===== src/rtl/ram_rd_pkg.sv =====
// Shared types for the RAM burst reader: read-FSM state encoding and output FIFO depth.
package ram_rd_pkg;

  localparam int FIFO_DEPTH = 2;

  typedef enum logic [1:0] {
    IDLE  = 2'd0,
    ISSUE = 2'd1,
    DRAIN = 2'd2
  } rd_state_t;

endpackage


===== src/rtl/ram_rd_skid_fifo.sv =====
// Two-entry FIFO that holds returning RAM words ({last, data}) until the consumer takes them.
// The head entry stays unchanged until it is popped. Push and pop in the same cycle are both allowed.
module ram_rd_skid_fifo
  import ram_rd_pkg::*;
#(
  parameter int WIDTH = 33
) (
  input  logic             clock,
  input  logic             reset_n,
  input  logic             push,
  input  logic             pop,
  input  logic [WIDTH-1:0] wr_data,
  output logic [WIDTH-1:0] rd_data,
  output logic [1:0]       count
);

  logic [WIDTH-1:0] mem [FIFO_DEPTH];
  // Each pointer is a single bit because the FIFO has exactly two entries.
  logic             wr_ptr;
  logic             rd_ptr;

  always_ff @(posedge clock or negedge reset_n) begin
    if (!reset_n) begin
      for (int i = 0; i < FIFO_DEPTH; i++) mem[i] <= '0;
      wr_ptr <= 1'b0;
      rd_ptr <= 1'b0;
      count  <= 2'd0;
    end else begin
      if (push) begin
        mem[wr_ptr] <= wr_data;
        wr_ptr      <= ~wr_ptr;
      end
      if (pop) rd_ptr <= ~rd_ptr;
      case ({push, pop})
        2'b10:   count <= count + 2'd1;
        2'b01:   count <= count - 2'd1;
        default: count <= count;
      endcase
    end
  end

  assign rd_data = mem[rd_ptr];

endmodule


===== src/rtl/ram_burst_reader.sv =====
// Burst read initiator for a synchronous-read RAM. It absorbs the 1-cycle read latency and returns a valid/ready stream.
// Optional feature: define RAM_BURST_READER_WRAP_EN to wrap bursts past the top of memory instead of truncating them.
module ram_burst_reader
  import ram_rd_pkg::*;
#(
  parameter int AWIDTH = 3,
  parameter int DWIDTH = 32
) (
  input  logic              clock,
  input  logic              reset_n,
  input  logic              req_valid,
  output logic              req_ready,
  input  logic [AWIDTH-1:0] req_addr,
  input  logic [AWIDTH:0]   req_len,
  output logic [AWIDTH-1:0] ram_addr,
  output logic              ram_we,
  input  logic [DWIDTH-1:0] ram_dout,
  output logic              out_valid,
  input  logic              out_ready,
  output logic [DWIDTH-1:0] out_data,
  output logic              out_last,
  output logic              busy,
  output rd_state_t         dbg_state
);

  // Handshakes: a transfer happens on a rising edge where valid & ready are both high.
  // A valid source holds its payload unchanged until that transfer; ready may change freely.

  localparam logic [AWIDTH:0] DEPTH_L = {1'b1, {AWIDTH{1'b0}}};

  rd_state_t       state;
  logic [AWIDTH:0] remaining;
  logic [AWIDTH:0] eff_len;
  logic            inflight;
  logic            inflight_last;
  logic [1:0]      fifo_count;
  logic            pop;
  logic            issue;
  logic [2:0]      credit_used;

`ifdef RAM_BURST_READER_WRAP_EN
  always_comb begin
    eff_len = req_len;
    if (req_len > DEPTH_L) eff_len = DEPTH_L;
  end
`else
  logic [AWIDTH:0] room;
  always_comb begin
    room    = DEPTH_L - {1'b0, req_addr};
    eff_len = req_len;
    if (req_len > room) eff_len = room;
  end
`endif

  assign pop = out_valid & out_ready;

  // Credits count words that will still occupy the FIFO after this edge, including the in-flight word.
  // Counting the pop in the same cycle lets the reader sustain one word per cycle under no back-pressure.
  assign credit_used = {1'b0, fifo_count} + {2'b0, inflight} - {2'b0, pop};
  assign issue       = (state == ISSUE) && (credit_used < 3'(FIFO_DEPTH));

  always_ff @(posedge clock or negedge reset_n) begin
    if (!reset_n) begin
      state         <= IDLE;
      ram_addr      <= '0;
      remaining     <= '0;
      inflight      <= 1'b0;
      inflight_last <= 1'b0;
    end else begin
      inflight      <= issue;
      inflight_last <= issue && (remaining == (AWIDTH+1)'(1));
      case (state)
        IDLE: begin
          if (req_valid && eff_len != '0) begin
            ram_addr  <= req_addr;
            remaining <= eff_len;
            state     <= ISSUE;
          end
        end
        ISSUE: begin
          if (issue) begin
            remaining <= remaining - (AWIDTH+1)'(1);
            // After the final issue, ram_addr keeps the last address it drove.
            if (remaining == (AWIDTH+1)'(1)) state <= DRAIN;
            else                             ram_addr <= ram_addr + AWIDTH'(1);
          end
        end
        DRAIN: begin
          if (credit_used == 3'd0) state <= IDLE;
        end
        default: state <= IDLE;
      endcase
    end
  end

  ram_rd_skid_fifo #(
    .WIDTH (DWIDTH + 1)
  ) u_fifo (
    .clock   (clock),
    .reset_n (reset_n),
    .push    (inflight),
    .pop     (pop),
    .wr_data ({inflight_last, ram_dout}),
    .rd_data ({out_last, out_data}),
    .count   (fifo_count)
  );

  assign out_valid = (fifo_count != 2'd0);
  assign req_ready = (state == IDLE);
  assign busy      = (state != IDLE);
  assign ram_we    = 1'b0;
  assign dbg_state = state;

endmodule

===== config.mk =====
export PLATFORM = sky130hd
export DESIGN_NAME = ram_burst_reader
export DESIGN_NICKNAME = d
export VERILOG_FILES = /design/src/rtl/ram_rd_pkg.sv /design/src/rtl/ram_rd_skid_fifo.sv /design/src/rtl/ram_burst_reader.sv
export SDC_FILE = /design/constraint.sdc
export NUM_CORES = 1
export LEC_CHECK = 0
export ABC_AREA = 1
export BUFFER_PORTS_ARGS = -buffer_cell sky130_fd_sc_hd__buf_2
export CORE_MARGIN = 4
export CORE_UTILIZATION = 45
export CTS_CLUSTER_SIZE = 30
export DETAILED_ROUTE_END_ITERATION = 16
export PLACE_DENSITY = 0.68
export SYNTH_ARGS = -nofsm -noshare
export SYNTH_HDL_FRONTEND = slang
export SYNTH_SLANG_ARGS = --single-unit

===== constraint.sdc =====
create_clock -name clock -period 3 [get_ports clock]
set_input_delay 0.6 -clock clock [delete_from_list [all_inputs] [get_ports clock]]
set_output_delay 0.6 -clock clock [all_outputs]
set_load 0.01 [all_outputs]

# After elaboration in Yosys (flattened, before gate mapping)
# Cells that the tools add are included.
# totals
memories,0
register_bits,81
in_bits,43
ramBits,0
latch_bits,0
rom_bits,0
# classes
eq_ne,10
n_lt_le_gt_ge,5
bitwise_logic,5
n_mux,20
shift,0
n_addsub,7
reduce_logical,14
n_mul,0
div,0
# op_table
operator,n
33-bit 2-to-1 mux,4
66-bit bitwise mux,1
33-bit demux with 1-bit select,1
4-bit 2-to-1 mux,3
3-bit 2-to-1 mux,3
2-bit 2-to-1 mux,4
4-bit one-hot mux with 2 select lines,1
4-bit AND reduction,2
2-bit nonzero test,4
2-bit != test (second input constant),3
2-bit one-hot mux with 3 select lines,1
3-bit one-hot mux with 2 select lines,1
2-bit by 1-bit equality test with 1-bit output (second input constant),2
2-bit equality test (second input constant),2
4-bit by 1-bit equality test with 1-bit output (second input constant),1
2-bit >= comparator (second input constant),2
4-bit greater-than comparator,1
1-bit logical AND,4
2-bit by 1-bit != test with 1-bit output (second input constant),2
1-bit NOT with 2-bit output,2
2-bit one-hot mux with 2 select lines,1
4-bit nonzero test,1
4-bit by 1-bit subtractor with 4-bit output (second input constant),1
4-bit by 3-bit subtractor with 4-bit output (first input constant),1
12 further kinds,13

# Longest topological paths before layout
# Gate-level depths: netlist of the first run.
# logic_depth
ltp_word,7
ltp_mapped,19
ltp_nobuf,19

# Hierarchy
# Synthesis of the first run repeated with hierarchy kept, for this count alone.
# hier_totals
cells_unflattened,502
hier_area_um2,4033.9
# modules_own_cells
mod,instances,area_each_um2,cells_per_inst
ram_rd_skid_fifo,1,3098.0,373
ram_burst_reader,1,935.9,129

# Worst setup path before layout of the first run
# No wires, ideal clock.
# synth_path
path_kind,input -> register
from,input out_ready
to,register ram_addr[0]
setup_time_ps,117
t_arrival_ps,2427
path_stages,15
n_path_buf,0
setup_slack_ps,456
cell_sequence,nand2_1 -> inv_1 -> ha_1 -> inv_1 -> ha_1 -> inv_1 -> fa_1 -> nand2_1 -> nor2_1 -> inv_2 -> nand2_1 -> o21a_1 -> nand2_2 -> nand2_1 -> nand2_1
# synth_via
elab_chain_cells,6
# synth_lines
element,line,source
start: declaration,ram_burst_reader.sv:19,"input logic out_ready,"
1-bit AND,ram_burst_reader.sv:55,assign pop = out_valid & out_ready;
net pop,ram_burst_reader.sv:37,logic pop;
3-bit by 1-bit subtractor with 3-bit output,ram_burst_reader.sv:59,"assign credit_used = {1'b0, fifo_count} + {2'b0, inflight} - {2'b0, pop};"
3-bit by 2-bit < comparator with 1-bit output,ram_burst_reader.sv:60,assign issue = (state == ISSUE) && (credit_used < 3'(FIFO_DEPTH));
1-bit logical AND,ram_burst_reader.sv:60,
2-bit != test (no line),-,
4-bit AND reduction (no line),-,
end signal: assignment,ram_burst_reader.sv:75,ram_addr <= req_addr;
end signal: assignment,ram_burst_reader.sv:85,else ram_addr <= ram_addr + AWIDTH'(1);
end: declaration,ram_burst_reader.sv:15,"output logic [AWIDTH-1:0] ram_addr,"
# The timed path passes the listed nets, and every way through them passes these cells.
# A chain may end at the register's enable or synchronous reset.

# Final worst setup path of the first run
# layout_path
from,register u_fifo.count[1]
to,register ram_addr[2]
# layout_via
elab_chain_cells,7
# layout_lines
element,line,source
start: declaration,ram_rd_skid_fifo.sv:14,output logic [1:0] count
start signal: assignment,ram_rd_skid_fifo.sv:35,2'b10: count <= count + 2'd1;
start signal: assignment,ram_rd_skid_fifo.sv:36,2'b01: count <= count - 2'd1;
start signal: assignment,ram_rd_skid_fifo.sv:37,default: count <= count;
2-bit nonzero test,ram_burst_reader.sv:108,assign out_valid = (fifo_count != 2'd0);
1-bit AND,ram_burst_reader.sv:55,
net pop,ram_burst_reader.sv:37,
3-bit by 1-bit subtractor with 3-bit output,ram_burst_reader.sv:59,
3-bit by 2-bit < comparator with 1-bit output,ram_burst_reader.sv:60,
1-bit logical AND,ram_burst_reader.sv:60,
2-bit != test (no line),-,
4-bit AND reduction (no line),-,
# The timed path passes the listed nets, and every way through them passes these cells.

==> results of run 1 <==
==> sequential cells by signal (all words and copies together) (netlist names) <==
name / flops
dbg_state: 2
inflight: 1
inflight_last: 1
ram_addr: 3
remaining: 4
u_fifo.count: 2
u_fifo.mem: 66
u_fifo.rd_ptr: 1
u_fifo.wr_ptr: 1
==> worst max path at each step <==
stage                         endpoint                   startpoint
2_1_floorplan  ram_addr[0]$_DFFE_PN0P_                    out_ready
3_3_place_gp   ram_addr[2]$_DFFE_PN0P_                    out_ready
3_5_place_dp   ram_addr[2]$_DFFE_PN0P_                    out_ready
4_1_cts        ram_addr[2]$_DFFE_PN0P_  u_fifo.count[1]$_DFFE_PN0P_
5_1_grt        ram_addr[0]$_DFFE_PN0P_  u_fifo.count[1]$_DFFE_PN0P_
6_report       ram_addr[2]$_DFFE_PN0P_  u_fifo.count[1]$_DFFE_PN0P_
==> per-layer routing <==
layer | global-route usage | vias to the layer above | share of wire
li1 | - | 1720 | -
met2 | 0.268 | 82 | 0.45
met1 | 0.234 | 1547 | 0.48
met3 | 0.0382 | 4 | 0.056
met5 | 0 | - | 0
met4 | 0.0464 | 0 | 0.0053
==> worst reg2reg max path, stage by stage (launching register included) <==
cell	delay, ps
dfrtp_1	410
inv_2	100
nand2_1	70
nand2_1	90
inv_1	70
ha_1	270
inv_1	60
ha_1	140
inv_1	50
fa_1	480
nand2_1	60
nor2_1	110
inv_2	60
nand2_1	80
o21a_1	200
nand2_2	90
nand2_1	60
nand2_1	50
==> metrics by stage <==
stage                     std cells  instance area [µm²]  hold WS (ps)  setup slack [ps]  power (µW)
after floorplan                 507                 3980           304               456        3510
after global placement          679                 4470           466               415        4250
after detailed placement        679                 4470           473               290        4340
after CTS                       695                 4670           457               426        5160
after global routing            695                 4670           495               226        5610
final                           695                 4670           432               444        5080
==> logic make-up (layout without fill, tap and decap cells) <==
family / after synthesis / after routing / synth area share
other: 1 / 1 / 0.000943
AO/OA/AOI/OAI: 80 / 80 / 0.101
flip-flops: 81 / 81 / 0.510
XOR/XNOR: 5 / 5 / 0.0110
adder cells (fa/ha/maj): 12 / 12 / 0.0396
buffers and inverters: 79 / 159 / 0.0761
AND/OR/NAND/NOR: 249 / 249 / 0.261
==> layout make-up <==
class	instances	area share
clock buffers	11	0.0302
well taps	108	0.0289
repair buffers	87	0.0958
clock inverters	5	0.0134
flip-flops and latches	81	0.434
multi-input cells	347	0.353
inverters	56	0.0450
==> layout by cell type, fill, tap and decap left out, drive strengths merged, types with 3 or more instances in the layout <==
| cell type | count |
|---|---|
| buf | 87 |
| a21oi | 5 |
| nand4 | 4 |
| dfrtp | 81 |
| nor2 | 10 |
| clkbuf | 11 |
| inv | 56 |
| o21ai | 74 |
| ha | 11 |
| nand2 | 219 |
| nor3 | 3 |
| xor2 | 3 |
| nand3 | 11 |
==> power breakdown <==
part	internal [µW]	switching [µW]	total (µW)	leakage, µW
logic	915	1440	2360	0.00156
registers	1620	304	1930	0.000994
clock network	412	386	798	0.0000962
total	2950	2130	5080	0.00265
==> summary.md, run 1 <==
| Metric | Value |
|---|---|
| Status | `finished, final reports clean` |
| Worst-skew pair later-pin latency | `340 ps` |
| Final WL | `8330 µm` |
| Port Buffers | `83` |
| HPWL after DPL | `5710 µm` |
| Crit path largest cell delay | `480 ps` |
| Number of buffers and inverters on the critical path | `5` |
| Slowest cell on crit path | `fa_1` |
| TritonCTS clock tree | `yes` |
| Leading area contributor after synthesis | `dfrtp_1` |
| Most frequent CP cell | `nand2_1` |
| Post-synth EDFFs | `0` |
| Post-CTS Setup Bufs | `0` |
| Startpoint Class | `flip-flop` |
| Max-slew violations | `0` |
| Largest net degree at the start of global routing | `82` |
| Worst-case clock buffer depth | `2` |
| R2r worst-path depth | `17` |
| Via count | `3353` |
| Critical setup path kind | `flip-flop to flip-flop` |
| Register area | `2030 µm²` |
| Clock Skews | `8.75 ps` |
| Max IR drop VDD | `593 µV` |
| Endpoints failing setup | `0` |
| Crit path DAT | `2780 ps` |
| # diodes | `0` |
| 1st-pass router iterations | `4` |
| Mapped Nets | `roughly 560` |
| Setup TNS | `0 ps` |
| Resized Gates After CTS | `0` |
| Slew @ Worst Pin | `~1000 ps` |
| Yosys warning count | `0` |
| Reg clk slew, reported paths | `80 ps` |
| Register area share after synthesis | `0.510` |
| Gpl congestion | `~0.8` |
| Crit path cell chain | `inv_2 -> nand2_1 -> nand2_1 -> inv_1 -> ha_1 -> inv_1 -> ha_1 -> inv_1 -> fa_1 -> nand2_1 -> nor2_1 -> inv_2 -> nand2_1 -> o21a_1 -> nand2_2 -> nand2_1 -> nand2_1` |
| Post-route minimum period | `2560 ps` |
| Ratio of cells with drive above 1 in the final layout | `0.216` |
| Die height | `around 100 µm` |
| Fin crit share | `0.852` |
| Initial antenna violation count | `0` |
| Worst hold path type | `input pin to asynchronous set/reset pin` |
| Endpoint class of the critical path | `flip-flop` |
| Avg Cell Area, Syn | `7.85 µm²` |
| Initial DRC Count | `186` |
| Core box area | `8680 µm²` |
| Synth unique cells | `29` |
| Synth Instances | `507` |
| Max FO, Critical Path | `4` |
| Vias per Instance | `around 4.8` |
| CTS Sinks | `81` |
| Leak Pwr | `around 0.0026 µW` |
| Area of the multi-input gates | `about 1700 µm²` |
| CTS Hold Bufs | `0` |
| Internal reg-to-reg setup slack | `440 ps` |
| F_max | `391 MHz` |
| Die area | `10400 µm²` |
| Largest delay contributor family on the critical path | `adder cells` |
| H-tree depth | `3` |
| Fin. Hold Viols | `0` |
| Critical Path Stages | `17` |
| Cts bufs inserted | `9` |
| # DRC | `0` |
| PD cells | `1090 nW/µm²` |
| CTS Root Cell | `clkbuf_8` |
| FF-to-FF End | `ram_addr[2]$_DFFE_PN0P_` |
| Mapped Area | `3980 µm²` |
| Count leader, synth | `nand2_1` |
| Yosys reg bits | `~80` |
| Routed Antenna Nets | `0` |
| Unrepaired setup endpoints after global routing | `false` |
| Async SR Flop Fraction | `1.00` |
| Primary FF master, synth | `dfrtp_1` |
| Area delta synth->final | `17.5%` |
| Worst path required time | `about 3200 ps` |
| Post-layout util | `0.539` |
| # fillers | `887` |
| Vias in the first global route | `approximately 3100` |
| Synth area leaders | `dfrtp_1, nand2_1, o21ai_0, inv_1, ha_1` |
| Crit Reg-Reg Startpoint | `u_fifo.count[1]$_DFFE_PN0P_` |
| Top cell type's share of synthesized area | `0.510` |
| Commonest cells post-synth | `nand2_1, dfrtp_1, o21ai_0, inv_1, clkbuf_1` |
| Global-route wire length before repair | `14000 µm` |
| Gr usage total | `0.169` |
| MaxCap Viol Count | `0` |
| Rows | `34` |
| Io pins | `85` |
| Routed length per placed instance | `12.0 µm` |
| Die Wd | `~100 µm` |
| Initial core utilization | `0.458` |
| Global route total overflow | `0` |
| Nets | `roughly 640` |
| Relative slew margins | `0.299` |
Power figures use the tool's default switching activity.
==> inputs of run 2 (changes only) <==
--- a/config.mk
+++ b/config.mk
@@ -7,7 +7,7 @@
 export LEC_CHECK = 0
 export ABC_AREA = 1
 export BUFFER_PORTS_ARGS = -buffer_cell sky130_fd_sc_hd__buf_2
-export CORE_MARGIN = 4
+export CORE_MARGIN = 8
 export CORE_UTILIZATION = 45
 export CTS_CLUSTER_SIZE = 30
 export DETAILED_ROUTE_END_ITERATION = 16
==> run 2 against run 1 <==
Compared with the run above:
- core utilization grew 0.37 points
- sequential share of layout area down 0.081 points
- first-iteration DRC count rose by 15%
- critical endpoint is now dbg_state[0]$_DFFE_PN0P_
==> summary.md, run 2 (same netlist as run 1, synthesis figures left out) <==
| Metric | Value |
|---|---|
| Status | `finished, final reports clean` |
| Fin. Hold Viols | `0 (unchanged)` |
| Clock Skews | `10.1 ps (+1.31 ps)` |
| Vias per Instance | `4.77 (-1.2%)` |
| TritonCTS clock tree | `yes` |
| HPWL after DPL | `6100 µm (+6.9%)` |
| Unrepaired setup endpoints after global routing | `false` |
| Vias in the first global route | `3334 (+8.2%)` |
| Initial antenna violation count | `0 (unchanged)` |
| Io pins | `85 (unchanged)` |
| Via count | `3318 (-1.0%)` |
| Global route total overflow | `0 (unchanged)` |
| Slowest cell on crit path | `fa_1` |
| CTS Sinks | `81 (unchanged)` |
| Startpoint Class | `flip-flop` |
| Rows | `34 (unchanged)` |
| Gpl congestion | `0.819 (+1.1%)` |
| Resized Gates After CTS | `0 (unchanged)` |
| CTS Root Cell | `clkbuf_8` |
| Worst Setup EP | `dbg_state[0]$_DFFE_PN0P_` |
| Post-layout util | `0.542 (+0.00367)` |
| Internal reg-to-reg setup slack | `460 ps (+20 ps)` |
| Max-slew violations | `0 (unchanged)` |
| # diodes | `0 (unchanged)` |
| Placed cell area | `4480 µm² (+0.17%)` |
| Initial DRC Count | `213 (+15%)` |
| Worst hold path type | `input pin to asynchronous set/reset pin` |
| Fin crit share | `0.847 (-0.00514)` |
| Routed length per placed instance | `12.7 µm (+5.6%)` |
| Relative slew margins | `0.281 (-0.0184)` |
| Global-route wire length before repair | `14900 µm (+6.6%)` |
| Worst-case clock buffer depth | `2 (unchanged)` |
| Post-route minimum period | `2540 ps (-15.4 ps)` |
| Area of the multi-input gates | `1650 µm² (unchanged)` |
| Routed Antenna Nets | `0 (unchanged)` |
| Final worst setup slack | `460 ps (+15.4 ps)` |
| Endpoint class of the critical path | `flip-flop` |
| Critical path origin | `u_fifo.count[0]$_DFFE_PN0P_` |
| CTS Hold Bufs | `0 (unchanged)` |
| Final cell count without fillers | `696 (+0.14%)` |
| Port Buffers | `83 (unchanged)` |
| H-tree depth | `3 (unchanged)` |
| Most common cell after layout, fill and taps aside | `nand2_1` |
| Reg clk slew, reported paths | `80 ps (about the same)` |
| Max reg flops | `66 (unchanged)` |
| Die Wd | `110 µm (+7.8%)` |
| Post-Place Worst Slack | `319 ps (+29.4 ps)` |
| Crit Reg-Reg Startpoint | `u_fifo.count[0]$_DFFE_PN0P_` |
| Die area | `12100 µm² (+16%)` |
| F_max | `394 MHz (+0.61%)` |
| Worst-skew pair later-pin latency | `350 ps (about the same)` |
| Most frequent CP cell | `nand2_1` |
| Leak Pwr | `0.00266 µW (+0.36%)` |
| Max FO, Critical Path | `4 (unchanged)` |
| Register area | `2030 µm² (unchanged)` |
| Worst path required time | `3240 ps (about the same)` |
| 1st-pass router iterations | `4 (unchanged)` |
| Gr usage total | `0.154 (-0.0148)` |
| Most flop-heavy register | `u_fifo.mem` |
| Endpoints failing setup | `0 (unchanged)` |
| Ratio of cells with drive above 1 in the final layout | `0.218 (+0.00133)` |
| Area delta synth->final | `17.7%` |
| Core box area | `8640 µm² (-0.49%)` |
| Largest net degree at the start of global routing | `82 (unchanged)` |
| Max IR drop VDD | `664 µV (+12%)` |
| Cts bufs inserted | `9 (unchanged)` |
| Post-CTS Setup Bufs | `0 (unchanged)` |
| Final WL | `8810 µm (+5.8%)` |
| Nets | `638 (+0.16%)` |
| Post-Place Cells | `680 (+0.15%)` |
| Slew @ Worst Pin | `1080 ps (+27.4 ps)` |
| Critical setup path kind | `flip-flop to flip-flop` |
| FF-to-FF End | `dbg_state[0]$_DFFE_PN0P_` |
| Crit path DAT | `2780 ps (about the same)` |
| Crit path largest cell delay | `490 ps (about the same)` |
| Commonest non-fill, non-tap cells in the layout | `nand2_1, buf_2, dfrtp_1, o21ai_0, inv_1` |
| Crit path cell chain | `inv_1 -> nand2_1 -> nand2_1 -> inv_1 -> ha_1 -> inv_1 -> ha_1 -> inv_1 -> fa_1 -> nand2_1 -> nor2_1 -> inv_2 -> nor2_1 -> nor3_1 -> a21oi_1 -> nand3_1 -> nand2_1 -> nand2_1` |
| Setup TNS | `0 ps (unchanged)` |
| Initial core utilization | `0.461 (+0.00226)` |
| # DRC | `0 (unchanged)` |
| Final instance area | `4680 µm² (+0.19%)` |
| Top Registers | `u_fifo.mem (66), remaining (4), ram_addr (3)` |
| # fillers | `840 (-5.3%)` |
| MaxCap Viol Count | `0 (unchanged)` |
| R2r worst-path depth | `18 (+1)` |
| Die height | `110 µm (+7.8%)` |
| PD cells | `1090 nW/µm² (+0.55%)` |
## run 2: cell types whose count changed in the layout (fill, tap and decap cells not counted), sizes merged
cell,previous run,this run
clkinvlp,2,1
buf,87,88
clkinv,2,3
## run 2: routing by layer
| metal | track usage | wire length [µm] | vias up |
|---|---|---|---|
| met5 | 0 | 0 | - |
| met2 | 0.244 | 3930 | 89 |
| met4 | 0.0492 | 86 | 0 |
| li1 | - | - | 1718 |
| met3 | 0.0419 | 647 | 8 |
| met1 | 0.200 | 4150 | 1503 |
## run 2: how the worst min path moves through the flow
stage	to	slack, ps	cells after the start
after detailed placement	u_fifo.mem[21]$_DFFE_PN0P_	470	2
after global placement	u_fifo.mem[64]$_DFFE_PN0P_	470	2
final	u_fifo.mem[44]$_DFFE_PN0P_	420	1
after floorplan	dbg_state[0]$_DFFE_PN0P_	300	0
after global routing	u_fifo.mem[10]$_DFFE_PN0P_	500	1
after CTS	u_fifo.mem[44]$_DFFE_PN0P_	450	1
## run 2: report_power, final
group | internal (µW) | switching [µW] | total [µW]
Sequential | 1620 | 309 | 1930
Combinational | 926 | 1460 | 2380
Clock | 413 | 390 | 804
## run 2: layout make-up
cell class	count	share of cell area
Clock buffer	11	0.0302
Clock inverter	5	0.0136
Inverter	56	0.0449
Multi-Input combinational cell	347	0.352
Sequential cell	81	0.433
Tap cell	108	0.0289
Timing Repair Buffer	88	0.0972
## run 2: critical path, delay by kind of cell (launching register included)
family | cells | cell delay (ps)
simple gates | 9 | 660
flops | 1 | 420
compound gates | 1 | 130
buf+inv | 5 | 340
fa+ha+maj | 3 | 890
## run 2: through the flow
stage | total power (µW) | hold WS (ps)
6_report | 5120 | 417
3_5_place_dp | 4370 | 473
5_1_grt | 5650 | 499
3_3_place_gp | 4290 | 465
2_1_floorplan | 3510 | 304
4_1_cts | 5200 | 451
==> inputs of run 3 (changes only) <==
--- a/config.mk
+++ b/config.mk
@@ -5,7 +5,7 @@
 export SDC_FILE = /design/constraint.sdc
 export NUM_CORES = 1
 export LEC_CHECK = 0
-export ABC_AREA = 1
+export ABC_AREA = 0
 export BUFFER_PORTS_ARGS = -buffer_cell sky130_fd_sc_hd__buf_2
 export CORE_MARGIN = 8
 export CORE_UTILIZATION = 45
==> constraint.sdc (replaced) <==
create_clock -name clock -period 2.5 [get_ports clock]
set_input_delay 0.5 -clock clock [delete_from_list [all_inputs] [get_ports clock]]
set_output_delay 0.5 -clock clock [all_outputs]
set_load 0.01 [all_outputs]
==> run 3 against run 2 <==
Compared with the run above:
- worst setup slack got worse by 550 ps
- critical endpoint is now ram_addr[2]$_DFFE_PN0P_
- the run now ends with negative setup slack left
- non-clock buffer count increased by 26
- highest routed layer unchanged
- synthesized cell count decreased by 40%
- die area decreased by 0.48%
- largest cell class unchanged
- sequential share of layout area decreased by 3.0 points
- largest power group unchanged
- routed wire length decreased by 5.1%
==> summary.md, run 3 <==
| Metric | Value |
|---|---|
| Initial DRC Count | `63 (-70%)` |
| TritonCTS clock tree | `yes` |
| Commonest cells post-synth | `mux2_2, dfrtp_1, inv_1, ha_1, nor2_1` |
| Placed cell area | `4740 µm² (+6.0%)` |
| Clock Skews | `12.7 ps (+2.67 ps)` |
| Internal | `4550 µW (+53%)` |
| XOR/XNOR Fraction of Synth Area | `0.0177 (+0.00671)` |
| Largest family of logic cells by synthesized area | `multiplexers` |
| Leading area contributor after synthesis | `dfrtp_1` |
| Final WL | `8360 µm (-5.1%)` |
| Routed Antenna Nets | `0 (unchanged)` |
| Primary FF master, synth | `dfrtp_1` |
| Status | `finished, violations left` |
| Worst-skew pair later-pin latency | `340 ps (about the same)` |
| Vias in the first global route | `2940 (-12%)` |
| CTS Sinks | `81 (unchanged)` |
| Ratio of cells with drive above 1 in the final layout | `0.606 (+0.388)` |
| Critical setup path kind | `flip-flop to flip-flop` |
| Max-slew violations | `0 (unchanged)` |
| Slew @ Worst Pin | `544 ps (-531 ps)` |
| Max IR drop VDD | `615 µV (-7.3%)` |
| Synth unique cells | `45 (+55%)` |
| Crit Reg-Reg Startpoint | `u_fifo.count[0]$_DFFE_PN0P_` |
| F_max | `387 MHz (-1.8%)` |
| Global route total overflow | `0 (unchanged)` |
| Max FO, Critical Path | `4 (unchanged)` |
| Yosys reg bits | `81 (unchanged)` |
| Crit path cell chain | `or2_4 -> and2_4 -> ha_4 -> inv_2 -> ha_4 -> inv_2 -> fa_2 -> xnor2_2 -> and2_4 -> nand3_4 -> a211o_1 -> a22o_1` |
| Reg clk slew, reported paths | `80 ps (about the same)` |
| Die Wd | `110 µm (-0.24%)` |
| Register area share after synthesis | `0.512 (+0.00290)` |
| Crit path DAT | `2810 ps (+30 ps)` |
| Relative slew margins | `0.636 (+0.356)` |
| Slowest cell on crit path | `dfrtp_1` |
| Switching power | `2360 µW (+9.2%)` |
| Core box area | `8640 µm² (unchanged)` |
| Gr usage total | `0.146 (-0.00785)` |
| R2r worst-path depth | `12 (-6)` |
| Routed length per placed instance | `15.8 µm (+25%)` |
| Area of the multi-input gates | `1920 µm² (+17%)` |
| Global-route wire length before repair | `13900 µm (-6.6%)` |
| CTS Hold Bufs | `0 (unchanged)` |
| Most flop-heavy register | `u_fifo.mem` |
| Comb power frac | `0.518 (+0.052)` |
| # DRC | `0 (unchanged)` |
| Synth Instances | `304 (-40%)` |
| Die height | `110 µm (-0.24%)` |
| Failing checks | `negative setup slack` |
| Post-synth EDFFs | `0 (unchanged)` |
| Worst-case clock buffer depth | `2 (unchanged)` |
| Fin crit share | `1.03 (+0.188)` |
| H-tree depth | `3 (unchanged)` |
| Largest net degree at the start of global routing | `49 (-40%)` |
| Multiplexer share of the synthesized area | `0.293 (+0.293)` |
| Rows | `34 (unchanged)` |
| Leak Pwr | `0.00234 µW (-12%)` |
| Critical path origin | `u_fifo.count[0]$_DFFE_PN0P_` |
| # diodes | `0 (unchanged)` |
| Area delta synth->final | `27.3%` |
| Most common cell after layout, fill and taps aside | `mux2_2` |
| Setup TNS | `-253 ps (-253 ps)` |
| Commonest non-fill, non-tap cells in the layout | `mux2_2, buf_2, dfrtp_1, buf_4, inv_1` |
| Synth Area in Compound Gates | `0.0525 (-0.0488)` |
| Fin. Hold Viols | `0 (unchanged)` |
| HPWL after DPL | `5920 µm (-3.0%)` |
| Die area | `12000 µm² (-0.48%)` |
| Register area | `2030 µm² (about the same)` |
| Initial antenna violation count | `0 (unchanged)` |
| Via count | `2691 (-19%)` |
| Nets | `471 (-26%)` |
| Async SR Flop Fraction | `1.00 (unchanged)` |
| Post-synthesis simple-gate area fraction | `0.0550 (-0.206)` |
| Avg Cell Area, Syn | `13.0 µm² (+66%)` |
| Sequential Power Share | `0.334 (-0.043)` |
| Top Registers | `u_fifo.mem (66), remaining (4), ram_addr (3)` |
| Yosys warning count | `0 (unchanged)` |
| Final worst setup slack | `-87.2 ps (-547 ps)` |
| Unrepaired setup endpoints after global routing | `true` |
| Total Power | `6900 µW (+35%)` |
| Endpoint class of the critical path | `flip-flop` |
| 1st-pass router iterations | `4 (unchanged)` |
| Post-route minimum period | `2590 ps (+47.1 ps)` |
| Synth area leaders | `dfrtp_1, mux2_2, ha_1, inv_1, nor2_1` |
| Switching part of the total | `0.341 (-0.0799)` |
| Mapped Nets | `359 (-36%)` |
| Gpl congestion | `0.812 (-0.87%)` |
| Top cell type's share of synthesized area | `0.512 (+0.00290)` |
| Crit path largest cell delay | `390 ps (-100 ps)` |
| Clock Power Share | `0.149 (-0.008)` |
| Vias per Instance | `5.09 (+6.7%)` |
| Adder-Cell Fraction of Synth Area | `0.0399 (+0.000226)` |
| MaxCap Viol Count | `0 (unchanged)` |
| Max reg flops | `66 (unchanged)` |
| Count leader, synth | `mux2_2` |
| Worst hold path type | `input pin to asynchronous set/reset pin` |
| PD cells | `1370 nW/µm² (+25%)` |
| Initial core utilization | `0.458 (-0.00261)` |
| Final instance area | `5040 µm² (+7.5%)` |
| Cts bufs inserted | `9 (unchanged)` |
| CTS Root Cell | `clkbuf_8` |
| # fillers | `723 (-14%)` |
| Worst path required time | `2730 ps (-510 ps)` |
| Mapped Area | `3960 µm² (-0.57%)` |
| Startpoint Class | `flip-flop` |
| Port Buffers | `83 (unchanged)` |
| Io pins | `85 (unchanged)` |
| Endpoints failing setup | `5 (+5)` |
## run 3: changes by cell type after synthesis, moves of 4 or more
cell / previous run / this run
inv_1: 50 / 12
clkbuf_1: 18 / 5
and2_1: 0 / 4
nand3_1: 8 / 1
o211ai_1: 0 / 4
nand2_2: 8 / 0
nand2_1: 208 / 10
mux2_2: 0 / 99
o21ai_0: 70 / 4
o21ai_1: 4 / 0
nor2_1: 7 / 11
## run 3: cell type report
cell class,instances,share of cell area
sequential,81,0.403
tap,108,0.0268
multi-input combinational,195,0.382
clock buffer,11,0.0261
inverter,15,0.0114
clock inverter,5,0.0159
timing repair buffer,114,0.135
## run 3: layer usage
| layer | wire (µm) | up-vias | part of all wire | GRT usage |
|---|---|---|---|---|
| met3 | 508 | 7 | 0.061 | 0.0451 |
| met1 | 3650 | 1320 | 0.44 | 0.183 |
| met2 | 4130 | 59 | 0.49 | 0.241 |
| met5 | 0 | - | 0 | 0 |
| met4 | 73 | 0 | 0.0087 | 0.0347 |
| li1 | - | 1305 | - | - |
## run 3: cell families after synthesis
| logic type | after synthesis |
|---|---|
| AO/OA/AOI/OAI | 30 |
| adder cells (fa/ha/maj) | 12 |
| buffers and inverters | 28 |
| XOR/XNOR | 8 |
| AND/OR/NAND/NOR | 41 |
| flip-flops | 81 |
| other | 1 |
| multiplexers | 103 |
## run 3: per-stage QoR
stage | utilization | hold slack, ps | cells | setup WS, ps
floorplan | - | 204 | 304 | -106
global placement | 0.549 | 481 | 507 | -253
detailed placement | 0.549 | 487 | 507 | -355
CTS | 0.581 | 101 | 528 | -81.0
global route | 0.583 | 116 | 529 | -186
finish | 0.583 | 90.6 | 529 | -87.2
## run 3: power groups by stage
stage                     Combinational [µW]  Clock (µW)  Sequential (µW)
after floorplan                         2300           0             2270
after global placement                  3340           0             2290
after detailed placement                3390           0             2330
after CTS                               3590        1050             2310
after global routing                    3930        1130             2390
final                                   3570        1030             2300
## run 3: what timing repair did
action                                  in CTS  in global routing
endpoints found under the setup margin       7                  9
pin swaps                                    6                  0
gates resized for setup                      7                  3
setup buffers                                5                  1
## run 3: critical path: cells and delay by family, from the launching register on
family          cells  cell delay (ps)
compound gates      2              470
xor+xnor            1              160
fa+ha+maj           3              660
buf+inv             2               90
flops               1              390
simple gates        4              700
## run 3: final timing paths
| path | endpoint | slack [ps] |
|---|---|---|
| worst max-delay path | ram_addr[2]$_DFFE_PN0P_ | -90 |
| worst min-delay path | u_fifo.mem[26]$_DFFE_PN0P_ | 90 |
| worst max register to register | ram_addr[2]$_DFFE_PN0P_ | -90 |
| worst min register to register | u_fifo.mem[9]$_DFFE_PN0P_ | 500 |
| max in group asynchronous | u_fifo.mem[9]$_DFFE_PN0P_ | 1800 |
| min in group clock | u_fifo.mem[14]$_DFFE_PN0P_ | 390 |
